<file path="src/rtl/fetch_queue.sv">
// fetch_queue: instruction prefetch queue between instr_mem and the IF/ID stage.
// Owns the fetch PC, issues sequential requests to a 1-cycle-latency synchronous
// ROM, and buffers up to DEPTH returned words so decode stalls never drop or
// refetch instructions. A redirect flushes the queue and kills any in-flight fetch.
//
// Ports:
//   clock, reset_n            clock, asynchronous active-low reset
//   redirect, redirect_pc     flush queue and restart fetch at redirect_pc
//   imem_req, imem_addr       fetch request / registered fetch PC
//   imem_data                 ROM word, valid the cycle after imem_req
//   deq_ready                 consumer accepts head entry
//   deq_valid, deq_instr,
//   deq_pc                    head entry (read combinationally from the queue)
//   count, full, empty        occupancy status
//
// Optional feature (macro FETCHQ_BYPASS_EN): a response arriving while the queue
// is empty is presented on deq_* in the same cycle and is not stored if consumed.
module fetch_queue #(
  parameter int unsigned          ADDR_W   = 32,
  parameter int unsigned          DATA_W   = 32,
  parameter int unsigned          DEPTH    = 4,
  parameter logic [ADDR_W-1:0]    RESET_PC = '0,
  parameter int unsigned          PC_STEP  = 4
) (
  input  logic                    clock,
  input  logic                    reset_n,
  input  logic                    redirect,
  input  logic [ADDR_W-1:0]       redirect_pc,
  output logic                    imem_req,
  output logic [ADDR_W-1:0]       imem_addr,
  input  logic [DATA_W-1:0]       imem_data,
  input  logic                    deq_ready,
  output logic                    deq_valid,
  output logic [DATA_W-1:0]       deq_instr,
  output logic [ADDR_W-1:0]       deq_pc,
  output logic [$clog2(DEPTH):0]  count,
  output logic                    full,
  output logic                    empty
);

  localparam int unsigned PTR_W = $clog2(DEPTH);
  localparam int unsigned CNT_W = PTR_W + 1;

  typedef enum logic {ST_RST_WAIT, ST_RUN} state_e;

  state_e             state_q;
  logic [ADDR_W-1:0]  fetch_pc_q;
  logic [ADDR_W-1:0]  inflight_pc_q;
  logic               inflight_q;
  logic [PTR_W-1:0]   wr_ptr_q;
  logic [PTR_W-1:0]   rd_ptr_q;
  logic [CNT_W-1:0]   count_q;
  logic [CNT_W-1:0]   count_d;
  logic               full_q;
  logic               empty_q;
  logic [DATA_W-1:0]  instr_q [DEPTH];
  logic [ADDR_W-1:0]  pc_q    [DEPTH];

  logic               enq;
  logic               deq;
  logic               wr_en;
  logic               rd_adv;
  logic [CNT_W:0]     credit;

  // Credit check counts the in-flight word; a same-cycle dequeue earns no credit.
  always_comb begin
    credit   = {1'b0, count_q} + (CNT_W + 1)'(inflight_q);
    imem_req = (state_q == ST_RUN) && !redirect && (credit < (CNT_W + 1)'(DEPTH));
    enq      = inflight_q && !redirect;
  end

`ifdef FETCHQ_BYPASS_EN
  logic bypass;

  // Empty queue: the arriving word is the head; it is stored only if not taken now.
  always_comb begin
    bypass    = enq && (count_q == '0);
    deq_valid = bypass || (count_q != '0);
    deq_instr = bypass ? imem_data     : instr_q[rd_ptr_q];
    deq_pc    = bypass ? inflight_pc_q : pc_q[rd_ptr_q];
    deq       = deq_valid && deq_ready;
    wr_en     = enq && !(bypass && deq_ready);
    rd_adv    = deq && !bypass;
  end
`else
  // Every response goes through the queue; head read straight from storage.
  always_comb begin
    deq_valid = (count_q != '0);
    deq_instr = instr_q[rd_ptr_q];
    deq_pc    = pc_q[rd_ptr_q];
    deq       = deq_valid && deq_ready;
    wr_en     = enq;
    rd_adv    = deq;
  end
`endif

  // Occupancy next value; redirect clears regardless of enq/deq.
  always_comb begin
    count_d = count_q;
    if (redirect) begin
      count_d = '0;
    end else begin
      count_d = count_q + CNT_W'(wr_en) - CNT_W'(rd_adv);
    end
  end

  // All sequential state: FSM, fetch PC, in-flight tracking, queue storage.
  always_ff @(posedge clock or negedge reset_n) begin
    if (!reset_n) begin
      state_q       <= ST_RST_WAIT;
      fetch_pc_q    <= RESET_PC;
      inflight_pc_q <= '0;
      inflight_q    <= 1'b0;
      wr_ptr_q      <= '0;
      rd_ptr_q      <= '0;
      count_q       <= '0;
      full_q        <= 1'b0;
      empty_q       <= 1'b1;
      for (int unsigned i = 0; i < DEPTH; i++) begin
        instr_q[i] <= '0;
        pc_q[i]    <= '0;
      end
    end else begin
      state_q <= ST_RUN;
      count_q <= count_d;
      full_q  <= (count_d == CNT_W'(DEPTH));
      empty_q <= (count_d == '0);
      if (redirect) begin
        fetch_pc_q <= redirect_pc;
        inflight_q <= 1'b0;
        wr_ptr_q   <= '0;
        rd_ptr_q   <= '0;
      end else begin
        inflight_q <= imem_req;
        if (imem_req) begin
          fetch_pc_q    <= fetch_pc_q + ADDR_W'(PC_STEP);
          inflight_pc_q <= fetch_pc_q;
        end
        if (wr_en) begin
          instr_q[wr_ptr_q] <= imem_data;
          pc_q[wr_ptr_q]    <= inflight_pc_q;
          wr_ptr_q          <= wr_ptr_q + PTR_W'(1);
        end
        if (rd_adv) begin
          rd_ptr_q <= rd_ptr_q + PTR_W'(1);
        end
      end
    end
  end

  assign imem_addr = fetch_pc_q;
  assign count     = count_q;
  assign full      = full_q;
  assign empty     = empty_q;

endmodule

</file>
<file path="config.mk">
export PLATFORM = sky130hd
export DESIGN_NAME = fetch_queue
export DESIGN_NICKNAME = d
export VERILOG_FILES = /design/src/rtl/fetch_queue.sv
export SDC_FILE = /design/constraint.sdc
export NUM_CORES = 1
export LEC_CHECK = 0
export CORE_MARGIN = 2
export CORE_UTILIZATION = 51
export CTS_CLUSTER_SIZE = 10
export DETAILED_ROUTE_END_ITERATION = 10
export GPL_TIMING_DRIVEN = 0
export PLACE_DENSITY = 0.77
export SETUP_SLACK_MARGIN = 0.05
export SYNTH_ARGS = -nofsm -noshare
export SYNTH_HDL_FRONTEND = slang
export SYNTH_SLANG_ARGS = --single-unit
</file>
<file path="constraint.sdc">
create_clock -name clock -period 2.4 [get_ports clock]
set_clock_uncertainty 0.1 [all_clocks]
set_input_delay 0.48 -clock clock [delete_from_list [all_inputs] [get_ports clock]]
set_output_delay 0.48 -clock clock [all_outputs]
set_load 0.01 [all_outputs]
</file>
==> impl_metrics.yaml <==
outcome:
  status: "finished, violations left"
  violations: "negative setup slack"
floorplan:
  dieArea_um2: 29900
  core_area_um2: 27900
  ios: 171
  start_util_pct: 52.1
  rows: 61
  die_h_um: 173
  dieWidth_um: 173
cts:
  ctsLongestPathBuffers: 3
  root_buffer: "clkbuf_16"
  clk_pin_slew_ps: 50
  clkSinkCount: 331
  htree_levels: 2
  cts_buffers: 39
  cts_tree: "done"
  clock_latency_ps: 520
detailed_routing:
  dr.pass1.iters: 5
  wl_per_cell_um: 21.3
  drt_iter0_drc: 585
  drc_errors: 0
  wl_met1_um: 14900
  drt-vias-per-instance: 5.72
  dr_wl_met3_um: 1770
  wl_met2_um: 16300
  via_count: 9025
  drtAntennaViolNets: 0
  top_layer_used: "met4"
  finalWirelength_um: 33600
synthesis:
  synth_top_area_share_pct: 56.7
  syn_area_um2: 14600
  synth_top_area_cell: "dfrtp_1"
  synth_common_cells: "dfrtp_1 (330), mux2_2 (290), mux4_2 (64)"
  synthFlopType: "dfrtp_1"
  synth_most_common_cell: "dfrtp_1"
  seq_area_frac_synth_pct: 56.9
  syn_inst: 944
  async_reset_ff_share_pct: 100
  syn-num-nets: 1021
  ys_types: 43
  synth_area_per_cell_um2: 15.4
  synth_seq_cells: 331
  synth_edf_count: 0
  yosys_warnings: 0
  synth.area.top_cells: "dfrtp_1 (57%), mux2_2 (22%), mux4_2 (9.9%)"
setup_path:
  start_kind: "flop"
  cp-end-kind: "primary output"
  r2r_end: "empty$_DFF_PN1_"
  reg2reg_setup_slack_ps: -130
  cp.arrival_ps: 2000
  crit_path_max_fanout: 6
  r2r_cells: 9
  endpoint: "deq_pc[29]"
  r2r-start: "count[1]$_DFF_PN0_"
  cp-startpoint: "rd_ptr_q[0]$_DFFE_PN0P_"
  critPathRequiredTime_ps: 1820
  critPathKind: "reg -> out"
finish:
  multiInputGateArea_um2: 6160
  nNetsFinal: 1262
  regArea_um2: 8290
  num_antenna_cells: 0
  post-route-util_pct: 66.6
  layout-drive-gt1-share_pct: 49.2
  syn_to_final_growth_pct: 27.7
  final_area_um2: 18600
  final.fill_count: 1978
power:
  power_density_nw_per_um2: 1120
  peakVddDrop_uv: 758
  total_power_mw: 20.9
  leakagePower_nw: 8.28
global_routing:
  grt_pass1_wl_um: 54600
  antenna_found_initial: 0
  grt_pass1_vias: 9815
  grt_max_degree: 125
  grt-ovfl-total: 0
  grt_use_total_pct: 23.1
timing:
  post-route-min-period_ps: 2580
  timing.fmax_mhz: 388
  final_max_slew_viol_count: 0
  post-route-period-util_pct: 107
  hold_viol: 0
  slew_headroom_pct: 37.0
  worst_slew_pin_slew_ps: 945
  finalSetupViolCount: 67
  rsz0062_at_grt: "yes"
  timing.final.ws_setup_ps: -179
placed_design:
  place_ws_ps: -902
  numPortBuffers: 170
  place.gp.congestion: 0.796
  hpwlAfterDp_um: 21100
  dpl_cell_area_um2: 16800
hold_path:
  hold_path.class: "reg -> reg"
job:
  cap_viol_max_count: 0
[state kept, by name (all words and copies together), names as in the netlist]
signal         flops
count              3
empty              1
full               1
imem_addr         32
inflight_pc_q     32
inflight_q         1
instr_q          128
pc_q             128
rd_ptr_q           2
state_q            1
wr_ptr_q           2
[layer usage]
layer | track usage (%) | vias up
met1 | 32.2 | 4737
met2 | 37.8 | 278
met4 | 6.50 | 0
li1 | - | 3960
met3 | 4.13 | 50
met5 | 0 | -
[metrics by stage]
stage / setup TNS [ps] / cells / hold slack [ps]
floorplan: 0 / 944 / 84.4
global placement: -4673580 / 1492 / 381
detailed placement: -220910 / 1494 / 387
CTS: -9560 / 1578 / 381
global route: -9570 / 1577 / 409
finish: -6010 / 1577 / 397
[report_power, final]
group	internal, mW	switching, mW
logic	4.59	2.84
registers	7.19	1.05
clock network	3.10	2.09
total	14.9	5.98
[worst min-delay path by stage]
stage | from | to | slack (ps) | cells after the start
after floorplan | reset_n | count[0]$_DFF_PN0_ | 80 | 0
after global placement | pc_q[29]$_DFFE_PN0P_ | pc_q[29]$_DFFE_PN0P_ | 380 | 1
after detailed placement | instr_q[60]$_DFFE_PN0P_ | instr_q[60]$_DFFE_PN0P_ | 390 | 1
after CTS | redirect_pc[24] | imem_addr[24]$_DFFE_PN0P_ | 380 | 3
after global routing | pc_q[27]$_DFFE_PN0P_ | pc_q[27]$_DFFE_PN0P_ | 410 | 1
final | instr_q[60]$_DFFE_PN0P_ | instr_q[60]$_DFFE_PN0P_ | 400 | 1
[area by class of cell]
cell class / count / share of cell area (%)
inverters: 10 / 0.215
plain buffers: 60 / 2.44
well taps: 378 / 2.54
clock buffers: 54 / 5.83
repair buffers: 200 / 11.2
multi-input cells: 543 / 33.1
flip-flops and latches: 331 / 44.6
clock inverters: 1 / 0.0269
[repair_timing]
item / in CTS / in global routing
gates cloned: 7 / 0
buffers inserted: 21 / 3
hold buffers: 1 / 0
endpoints found under the setup margin: 359 / 123
resized for setup: 425 / 36
pin swaps: 8 / 2
hold endpoints to repair: 92 / 0
[logic make-up after synthesis]
logic type,count (synthesis),synth area share (%)
adders and majority gates,9,0.825
buffers and inverters,70,2.00
and+or+nand+nor,113,4.63
DFF,331,56.9
muxes,356,32.5
AOI/OAI and AO/OA,33,1.29
other,1,0.0258
xor gates and xnor gates,31,1.86
[layout by cell type, fill, tap and decap left out, types with 5 or more instances in the layout]
cell             Yosys  final
dfrtp_1            330    322
mux2_2             290    290
clkdlybuf4s50_1      0    103
mux4_2              64     64
buf_6                1     57
clkbuf_16            0     42
nand2_1             41     37
clkbuf_2             0     26
xnor2_1             26     26
o21ai_0             24     24
clkbuf_1            42     22
buf_2                8     20
buf_4                3     18
nand3_1             12     12
buf_12               0     10
nor4_2               1     10
dfrtp_2              0      8
inv_1               10      7
nand4_1              7      7
nor2_1               6      5
nor4_4               4      5
ha_1                 8      5
buf_16               0      5
[worst max-delay path: stages, from the launching register on]
cell     delay [ps]
dfrtp_2         410
buf_12          150
buf_8           120
buf_12          120
mux4_2          530
buf_6           140
No activity file was read; power rests on OpenSTA's default activity.
